File: config.mk
export PLATFORM = sky130hd
export DESIGN_NAME = sync_fifo_flat
export DESIGN_NICKNAME = d
export VERILOG_FILES = /design/src/rtl/fifo_pkg.sv /design/src/rtl/sync_fifo_if.sv /design/src/rtl/sync_fifo_ram.sv /design/src/rtl/sync_fifo.sv /design/src/flat_wrapper.sv
export SDC_FILE = /design/constraint.sdc
export NUM_CORES = 2
export LEC_CHECK = 0
export CELL_PAD_IN_SITES_DETAIL_PLACEMENT = 2
export CELL_PAD_IN_SITES_GLOBAL_PLACEMENT = 2
export CORE_ASPECT_RATIO = 1.25
export CORE_UTILIZATION = 51
export DETAILED_ROUTE_END_ITERATION = 16
export GPL_TIMING_DRIVEN = 0
export PLACE_DENSITY_LB_ADDON = 0.25
export SLEW_MARGIN = 20
export SYNTH_ARGS = -nofsm -noshare
export SYNTH_HDL_FRONTEND = slang
export SYNTH_SLANG_ARGS = --single-unit
File: constraint.sdc
create_clock -name clk -period 5.7 [get_ports clk]
set_input_delay 1.71 -clock clk [delete_from_list [all_inputs] [get_ports clk]]
set_output_delay 1.71 -clock clk [all_outputs]
set_load 0.05 [all_outputs]
File: src/rtl/fifo_pkg.sv
// Shared definitions for the synchronous FIFO family.
// Provides the depth derivation from ADDR_WIDTH, the pointer/count width
// helpers, the read-mode enumeration and the legality checks for the
// almost-full / almost-empty thresholds.
package fifo_pkg;

  typedef enum logic {
    READ_STANDARD = 1'b0,
    READ_FWFT     = 1'b1
  } read_mode_e;

  function automatic int fifo_depth(input int addr_width);
    return 1 << addr_width;
  endfunction

  // Pointers wrap naturally over the address width.
  function automatic int ptr_width(input int addr_width);
    return addr_width;
  endfunction

  // The count needs one extra bit to represent DEPTH itself.
  function automatic int count_width(input int addr_width);
    return addr_width + 1;
  endfunction

  function automatic bit af_thresh_legal(input int af_thresh, input int addr_width);
    return (af_thresh >= 1) && (af_thresh <= fifo_depth(addr_width));
  endfunction

  function automatic bit ae_thresh_legal(input int ae_thresh, input int addr_width);
    return (ae_thresh >= 0) && (ae_thresh <= fifo_depth(addr_width) - 1);
  endfunction

endpackage

File: src/rtl/sync_fifo_if.sv
// Handshake bundle between a sync_fifo and its producer/consumer.
// master : the producer/consumer side (drives requests and write data)
// slave  : the FIFO side (drives read data, status flags, count, pulses)
interface sync_fifo_if #(
  parameter int DATA_WIDTH = 32,
  parameter int ADDR_WIDTH = 6
);
  logic                                          write_ena;
  logic [DATA_WIDTH-1:0]                         write_data;
  logic                                          write_full;
  logic                                          write_almost_full;
  logic                                          read_ena;
  logic [DATA_WIDTH-1:0]                         read_data;
  logic                                          read_valid;
  logic                                          read_empty;
  logic                                          read_almost_empty;
  logic [fifo_pkg::count_width(ADDR_WIDTH)-1:0]  count;
  logic                                          overflow;
  logic                                          underflow;

  modport master (
    output write_ena, write_data, read_ena,
    input  write_full, write_almost_full, read_data, read_valid,
           read_empty, read_almost_empty, count, overflow, underflow
  );

  modport slave (
    input  write_ena, write_data, read_ena,
    output write_full, write_almost_full, read_data, read_valid,
           read_empty, read_almost_empty, count, overflow, underflow
  );
endinterface

File: src/rtl/sync_fifo_ram.sv
// Simple dual-port storage for sync_fifo: one write port, one registered
// synchronous read port, DATA_WIDTH x (1<<ADDR_WIDTH).
// Ports: clk, rst (clears only the read register), wr_en/wr_addr/wr_data,
// rd_en/rd_addr, rd_data (updates on the edge after rd_en).
module sync_fifo_ram
  import fifo_pkg::*;
#(
  parameter int DATA_WIDTH = 32,
  parameter int ADDR_WIDTH = 6
) (
  input  logic                  clk,
  input  logic                  rst,
  input  logic                  wr_en,
  input  logic [ADDR_WIDTH-1:0] wr_addr,
  input  logic [DATA_WIDTH-1:0] wr_data,
  input  logic                  rd_en,
  input  logic [ADDR_WIDTH-1:0] rd_addr,
  output logic [DATA_WIDTH-1:0] rd_data
);
  localparam int DEPTH = fifo_depth(ADDR_WIDTH);

  logic [DATA_WIDTH-1:0] mem [DEPTH];

  // NOTE: the array is deliberately left out of reset so it can map onto a
  // RAM macro; only the output register below is cleared.
  always_ff @(posedge clk) begin
    if (wr_en) mem[wr_addr] <= wr_data;
  end

  always_ff @(posedge clk) begin
    if (rst)        rd_data <= '0;
    else if (rd_en) rd_data <= mem[rd_addr];
  end
endmodule

File: src/rtl/sync_fifo.sv
// Single-clock FIFO controller: pointers, occupancy count, full/empty and
// almost-full/almost-empty flags, overflow/underflow pulses, and an optional
// first-word-fall-through read mode.
// Ports: clk, rst (synchronous, active-high), bus (sync_fifo_if.slave).
// In FWFT mode the RAM's registered read port acts as the prefetch register:
// its contents are the head word whenever read_valid is high.
module sync_fifo
  import fifo_pkg::*;
#(
  parameter int DATA_WIDTH = 32,
  parameter int ADDR_WIDTH = 6,
  parameter int AF_THRESH  = fifo_depth(ADDR_WIDTH) - 4,
  parameter int AE_THRESH  = 4,
  parameter int FWFT       = 0
) (
  input  logic       clk,
  input  logic       rst,
  sync_fifo_if.slave bus
);
  localparam int         DEPTH     = fifo_depth(ADDR_WIDTH);
  localparam int         PW        = ptr_width(ADDR_WIDTH);
  localparam int         CW        = count_width(ADDR_WIDTH);
  localparam read_mode_e READ_MODE = (FWFT != 0) ? READ_FWFT : READ_STANDARD;

  localparam logic [CW-1:0] CNT_ONE  = CW'(1);
  localparam logic [CW-1:0] CNT_FULL = CW'(DEPTH);
  localparam logic [CW-1:0] AF_CNT   = CW'(AF_THRESH);
  localparam logic [CW-1:0] AE_CNT   = CW'(AE_THRESH);
  localparam logic [PW-1:0] PTR_ONE  = PW'(1);

  generate
    if (!af_thresh_legal(AF_THRESH, ADDR_WIDTH)) begin : g_bad_af
      $error("sync_fifo: AF_THRESH must lie in 1..DEPTH");
    end
    if (!ae_thresh_legal(AE_THRESH, ADDR_WIDTH)) begin : g_bad_ae
      $error("sync_fifo: AE_THRESH must lie in 0..DEPTH-1");
    end
  endgenerate

  logic [PW-1:0]         wr_ptr, rd_ptr;
  logic [CW-1:0]         count_q, count_nxt, ram_words;
  logic                  full_q, almost_full_q, empty_q, almost_empty_q;
  logic                  valid_q, overflow_q, underflow_q;
  logic                  wr_acc, rd_acc, ram_rd, ram_we, valid_nxt;
  logic [DATA_WIDTH-1:0] ram_q;

  // NOTE: every signal gets a value on every path through this block, so no
  // latch can be inferred.
  always_comb begin
    // Acceptance looks only at the registered flags: no pass-through when
    // full or empty, even with a simultaneous request on the other side.
    wr_acc = bus.write_ena && !full_q;
    rd_acc = bus.read_ena && !empty_q;

    // Words still sitting in RAM (the head word, if held, is already out).
    ram_words = count_q - {{(CW-1){1'b0}}, valid_q};

    if (READ_MODE == READ_FWFT) begin
      // Refill the head whenever it is empty or being popped.
      ram_rd    = (!valid_q || rd_acc) && (ram_words != '0);
      valid_nxt = ram_rd || (valid_q && !rd_acc);
    end else begin
      ram_rd    = rd_acc;
      valid_nxt = rd_acc;
    end

    count_nxt = count_q;
    if (wr_acc && !rd_acc)      count_nxt = count_q + CNT_ONE;
    else if (rd_acc && !wr_acc) count_nxt = count_q - CNT_ONE;
  end

  assign ram_we = wr_acc && !rst;

  // NOTE: non-blocking assignments throughout, so every register here
  // samples the pre-edge values computed above.
  always_ff @(posedge clk) begin
    if (rst) begin
      wr_ptr         <= '0;
      rd_ptr         <= '0;
      count_q        <= '0;
      full_q         <= 1'b0;
      almost_full_q  <= 1'b0;
      empty_q        <= 1'b1;
      almost_empty_q <= 1'b1;
      valid_q        <= 1'b0;
      overflow_q     <= 1'b0;
      underflow_q    <= 1'b0;
    end else begin
      if (wr_acc) wr_ptr <= wr_ptr + PTR_ONE;
      if (ram_rd) rd_ptr <= rd_ptr + PTR_ONE;
      count_q        <= count_nxt;
      // Flags are derived from the next count so they always agree with the
      // count displayed alongside them.
      full_q         <= (count_nxt == CNT_FULL);
      almost_full_q  <= (count_nxt >= AF_CNT);
      almost_empty_q <= (count_nxt <= AE_CNT);
      empty_q        <= (READ_MODE == READ_FWFT) ? !valid_nxt : (count_nxt == '0);
      valid_q        <= valid_nxt;
      overflow_q     <= bus.write_ena && full_q;
      underflow_q    <= bus.read_ena && empty_q;
    end
  end

  sync_fifo_ram #(
    .DATA_WIDTH (DATA_WIDTH),
    .ADDR_WIDTH (ADDR_WIDTH)
  ) u_ram (
    .clk     (clk),
    .rst     (rst),
    .wr_en   (ram_we),
    .wr_addr (wr_ptr),
    .wr_data (bus.write_data),
    .rd_en   (ram_rd),
    .rd_addr (rd_ptr),
    .rd_data (ram_q)
  );

  assign bus.read_data         = ram_q;
  assign bus.read_valid        = valid_q;
  assign bus.read_empty        = empty_q;
  assign bus.read_almost_empty = almost_empty_q;
  assign bus.write_full        = full_q;
  assign bus.write_almost_full = almost_full_q;
  assign bus.count             = count_q;
  assign bus.overflow          = overflow_q;
  assign bus.underflow         = underflow_q;
endmodule

File: src/flat_wrapper.sv
// flat-port wrapper written by rule: the top's interface ports become plain ports
module sync_fifo_flat import fifo_pkg::*;
#(
  parameter int DATA_WIDTH = 32,
  parameter int ADDR_WIDTH = 6,
  parameter int AF_THRESH  = fifo_depth(ADDR_WIDTH) - 4,
  parameter int AE_THRESH  = 4,
  parameter int FWFT       = 0
)
  (clk, rst, bus_write_ena, bus_write_data, bus_read_ena, bus_write_full, bus_write_almost_full, bus_read_data, bus_read_valid, bus_read_empty, bus_read_almost_empty, bus_count, bus_overflow, bus_underflow);
  sync_fifo_if #(.DATA_WIDTH(DATA_WIDTH), .ADDR_WIDTH(ADDR_WIDTH)) bus_i ();
  input  logic clk;
  input  logic rst;
  input wire logic [$bits(bus_i.write_ena)-1:0] bus_write_ena;
  input wire logic [$bits(bus_i.write_data)-1:0] bus_write_data;
  input wire logic [$bits(bus_i.read_ena)-1:0] bus_read_ena;
  output wire logic [$bits(bus_i.write_full)-1:0] bus_write_full;
  output wire logic [$bits(bus_i.write_almost_full)-1:0] bus_write_almost_full;
  output wire logic [$bits(bus_i.read_data)-1:0] bus_read_data;
  output wire logic [$bits(bus_i.read_valid)-1:0] bus_read_valid;
  output wire logic [$bits(bus_i.read_empty)-1:0] bus_read_empty;
  output wire logic [$bits(bus_i.read_almost_empty)-1:0] bus_read_almost_empty;
  output wire logic [$bits(bus_i.count)-1:0] bus_count;
  output wire logic [$bits(bus_i.overflow)-1:0] bus_overflow;
  output wire logic [$bits(bus_i.underflow)-1:0] bus_underflow;
  assign bus_i.write_ena = bus_write_ena;
  assign bus_i.write_data = bus_write_data;
  assign bus_i.read_ena = bus_read_ena;
  assign bus_write_full = bus_i.write_full;
  assign bus_write_almost_full = bus_i.write_almost_full;
  assign bus_read_data = bus_i.read_data;
  assign bus_read_valid = bus_i.read_valid;
  assign bus_read_empty = bus_i.read_empty;
  assign bus_read_almost_empty = bus_i.read_almost_empty;
  assign bus_count = bus_i.count;
  assign bus_overflow = bus_i.overflow;
  assign bus_underflow = bus_i.underflow;
  sync_fifo #(.DATA_WIDTH(DATA_WIDTH), .ADDR_WIDTH(ADDR_WIDTH), .AF_THRESH(AF_THRESH), .AE_THRESH(AE_THRESH), .FWFT(FWFT)) u_core (.clk(clk), .rst(rst), .bus(bus_i));
endmodule
==> results of run 1 <==
[through the flow]
stage                   cells  worst slack [ns]
after global placement   5776             -2.87
after floorplan          3645             0.685
[kinds of logic after synthesis]
kind of cell / Yosys count / share of synthesized area
muxes: 717 / 0.162
buffers and inverters: 214 / 0.0129
AOI/OAI and AO/OA: 296 / 0.0282
and+or+nand+nor: 297 / 0.0166
xor gates and xnor gates: 11 / 0.00120
DFF: 2106 / 0.779
adders and majority gates: 4 / 0.000622
[synthesized netlist by cell type, drive strengths merged (9+ instances only)]
library cell,count,area (sq um)
edfxtp,2048,61500
mux4,466,10500
mux2i,232,2320
nor2,123,462
buf,122,694
clkbuf,85,319
nand2,79,297
dfxtp,58,1160
o22ai,58,363
a211o,48,420
o221ai,39,342
a22oi,33,248
o211ai,29,218
mux2,19,214
nor3,17,85.1
a221oi,12,105
nand3,12,60.1
nor2b,11,68.8
o21ai,11,55.1
a31oi,10,62.6
a21oi,9,45.0
and3,9,56.3
==> flow_metrics.env, run 1 <==
export IMPL_num_rows=162
export IMPL_synth_top_flop_cell="edfxtp_1"
export IMPL_syn_area_sq_um=80500
export IMPL_synthCells=3645
export IMPL_outcome="stopped before the end"
export IMPL_die_w_um=357
export IMPL_io_buffers=81
export IMPL_ys_types=60
export IMPL_async_reset_ff_frac=0
export IMPL_avgSynthCellArea_sq_um=22.1
export IMPL_stop_stage="detailed placement"
export IMPL_synth_seq_cells=2106
export IMPL_gp_congestion=0.960
export IMPL_num_io_pins=82
export IMPL_initial_utilization=0.515
export IMPL_stop_error="[ERROR DPL-0033] detailed placement checks failed during check placement."
export IMPL_syn_nets=3685
export IMPL_ys_seq_area_frac=0.779
export IMPL_synth_edff_count=2048
export IMPL_hpwlAfterDp_mm=234
export IMPL_die_h_um=446
export IMPL_synth_warnings=0
==> run 2: changes to the inputs <==
- CELL_PAD_IN_SITES_DETAIL_PLACEMENT: 2 -> default
- CELL_PAD_IN_SITES_GLOBAL_PLACEMENT: 2 -> default
- CORE_ASPECT_RATIO: 1.25 -> default
- CORE_UTILIZATION: 51 -> 40
- PLACE_DENSITY_LB_ADDON: 0.25 -> 0.15
==> run 2 against run 1 <==
The flow now finishes, with violations (design-rule violations). Synthesized cell count unchanged. Area after synthesis unchanged.
==> flow_metrics.env, run 2 <==
export IMPL_crit_path_max_fanout=17
export IMPL_design_area_sq_um=95500
export IMPL_layout_commonest_cell="edfxtp_1"
export IMPL_antenna_found_initial=17
export IMPL_slew_headroom=0.181
export IMPL_setup_viol=0
export IMPL_period_share=0.866
export IMPL_critPathKind="in -> reg"
export IMPL_initial_utilization=0.403
export IMPL_cp_required_ns=6.23
export IMPL_num_io_pins=82
export IMPL_async_reset_ff_frac=0
export IMPL_grtUsageMet1=0.355
export IMPL_dr_pass1_iters=11
export IMPL_grt_overflow=0
export IMPL_rr_endpoint="u_core.u_ram.rd_data[26]"
export IMPL_synthCells=3645
export IMPL_setup_ws_ns=0.762
export IMPL_min_from="u_core.bus.write_full"
export IMPL_num_rows=164
export IMPL_viasPerCell=5.95
export IMPL_slowest_stage="nor2_4"
export IMPL_tns_ns=0
export IMPL_antenna_left=0
export IMPL_r2r_slack_ns=1.47
export IMPL_worst_ep_arrival_time_ns=5.47
export IMPL_grt_util_met2=0.400
export IMPL_ir_drop_v=0.000282
export IMPL_die_h_um=451
export IMPL_route_detailed_drc=15
export IMPL_max_freq_ghz=0.203
export IMPL_cts_sinks=2106
export IMPL_path_clk_slew_ns=0.06
export IMPL_yosys_top_cells_count="2048 x edfxtp_1, 466 x mux4_2, 232 x mux2i_1, 123 x nor2_1, 85 x clkbuf_1"
export IMPL_final_cell_mix="2048 x edfxtp_1, 466 x mux4_2, 232 x mux2i_1, 219 x clkbuf_16, 131 x clkbuf_1"
export IMPL_largest_reg_flops=2048
export IMPL_cts_root_buf="clkbuf_16"
export IMPL_synth_top_area_frac=0.764
export IMPL_reg2reg_depth=8
export IMPL_cts_setup_buffers=0
export IMPL_cts_tree="yes"
export IMPL_violations="design-rule violations"
export IMPL_die_area_sq_um=203000
export IMPL_syn_area_sq_um=80500
export IMPL_areaGrowthSynthToFinish_pct=18.7
export IMPL_first_global_vias=40900
export IMPL_crit_chain="clkdlybuf4s50_1 -> clkbuf_1 -> nor3_1 -> nand3_1 -> nor2_4 -> buf_12"
export IMPL_syn_nets=3685
export IMPL_cts_buffers=218
export IMPL_post_place_cells=6539
export IMPL_cap_violations=0
export IMPL_gp_congestion=0.918
export IMPL_cts_max_path_buffers=3
export IMPL_worst_slew_pin_slew_ns=1.23
export IMPL_drt_initial_drc_count=5570
export IMPL_grt_pass1_wl_mm=354
export IMPL_grt_max_degree=65
export IMPL_r2r_start="u_core.rd_ptr[2]"
export IMPL_wl_per_cell_um=37.7
export IMPL_io_buffers=81
export IMPL_core_sq_um=200000
export IMPL_crit_path_end_kind="flip-flop"
export IMPL_hold_depth=1
export IMPL_timing_final_crit_period_ns=4.94
export IMPL_preCtsSetupSlack_ns=0.0638
export IMPL_die_w_um=451
export IMPL_htree_num_levels=4
export IMPL_final_cells=6945
export IMPL_met3_usage=0.0485
export IMPL_outcome="complete, but fails checks"
export IMPL_post_cts_resize_count=0
export IMPL_hold_ws_ns=0.503
export IMPL_nets=4143
export IMPL_hpwlAfterDp_mm=182
export IMPL_avgSynthCellArea_sq_um=22.1
export IMPL_final_layout_size_suffix_gt1_frac=0.267
export IMPL_rsz0062_at_grt="false"
export IMPL_top_usage_layer="met2"
export IMPL_largest_register="u_core.u_ram.mem"
export IMPL_leakage_nw=29.0
export IMPL_yosysMostFrequentCell="edfxtp_1"
export IMPL_finalHoldViolCount=0
export IMPL_track_usage=0.258
export IMPL_clkLatencyLatePin_ns=0.87
export IMPL_drt_wl_total_mm=262
export IMPL_synth_top_flop_cell="edfxtp_1"
export IMPL_yosysTopAreaCell="edfxtp_1"
export IMPL_synth_edff_count=2048
export IMPL_cpPeakStageDelay_ns=0.90
export IMPL_clock_skew_final_ns=0.0400
export IMPL_ys_seq_area_frac=0.779
export IMPL_vias=41400
export IMPL_hold_buffers=0
export IMPL_final_max_slew_viol_count=0
export IMPL_cp_start_kind="input pin"
export IMPL_synth_seq_cells=2106
export IMPL_synth_area_leaders="edfxtp_1 76%, mux4_2 13%, mux2i_1 2.9%"
export IMPL_synth_warnings=0
export IMPL_hold_class="reg -> reg"
export IMPL_min_to="u_core.bus.overflow"
export IMPL_ys_types=60
export IMPL_placedInstanceArea_sq_um=88600
export IMPL_p_per_area_nw_per_um2=364
[run 2: cell counts after synthesis]
No cell type changed its count.
[run 2: cells by family (layout without fill, tap and decap cells)]
family,count (synthesis),after routing,share of synthesized area
other,0,6,0
adder cells (fa/ha/maj),4,4,0.000622
multiplexers,717,717,0.162
buffers and inverters,214,852,0.0129
flip-flops,2106,2106,0.779
XOR/XNOR,11,11,0.00120
AO/OA/AOI/OAI,296,296,0.0282
AND/OR/NAND/NOR,297,297,0.0166
[run 2: per-stage QoR]
step	power [mW]	utilization
floorplan	19.5	-
global placement	21.1	0.423
detailed placement	21.2	0.443
CTS	34.9	0.478
global route	35.6	0.478
finish	34.7	0.478
[run 2: layout make-up]
| type | instances | area, sq um |
|---|---|---|
| multi-input cells | 1325 | 17300 |
| clock buffers | 271 | 5690 |
| plain buffers | 207 | 1030 |
| fillers | 16400 | 104000 |
| flip-flops and latches | 2106 | 62700 |
| inverters | 7 | 26.3 |
| repair buffers | 238 | 4300 |
| diodes | 6 | 15.0 |
| well taps | 2656 | 3320 |
| clock inverters | 129 | 1230 |
[run 2: worst max-delay path, delay by kind of cell]
kind,cells,cell delay [ns]
buffers and inverters,3,1.40
AND/OR/NAND/NOR,3,2.31
[run 2: power by group]
part	leakage (nW)	switching, mW	internal [mW]	total, mW
combinational	6.74	2.24	1.40	3.64
clock	3.35	6.09	7.81	13.9
sequential	18.9	0.121	17.1	17.2
[run 2: how the worst max path moves through the flow]
stage                        from                        to  slack [ns]  cells past startpoint
global route         bus_read_ena   u_core.u_ram.rd_data[8]        0.84                      8
CTS                  bus_read_ena   u_core.u_ram.rd_data[8]        0.97                      8
floorplan           bus_write_ena   u_core.u_ram.mem[48][0]        0.69                      5
detailed placement   bus_read_ena   u_core.u_ram.rd_data[8]        0.06                      8
finish                        rst  u_core.u_ram.mem[62][23]        0.76                      6
global placement    bus_write_ena  u_core.u_ram.mem[48][18]       -3.80                      6
[run 2: routing by layer]
metal	share of wire	routed length (um)	vias to the layer above
met4	0.050	13000	8
met1	0.40	105000	22500
met5	0.00020	52	-
li1	-	-	16400
met2	0.46	122000	2043
met3	0.085	22300	435
No activity file was read; power rests on OpenSTA's default activity.
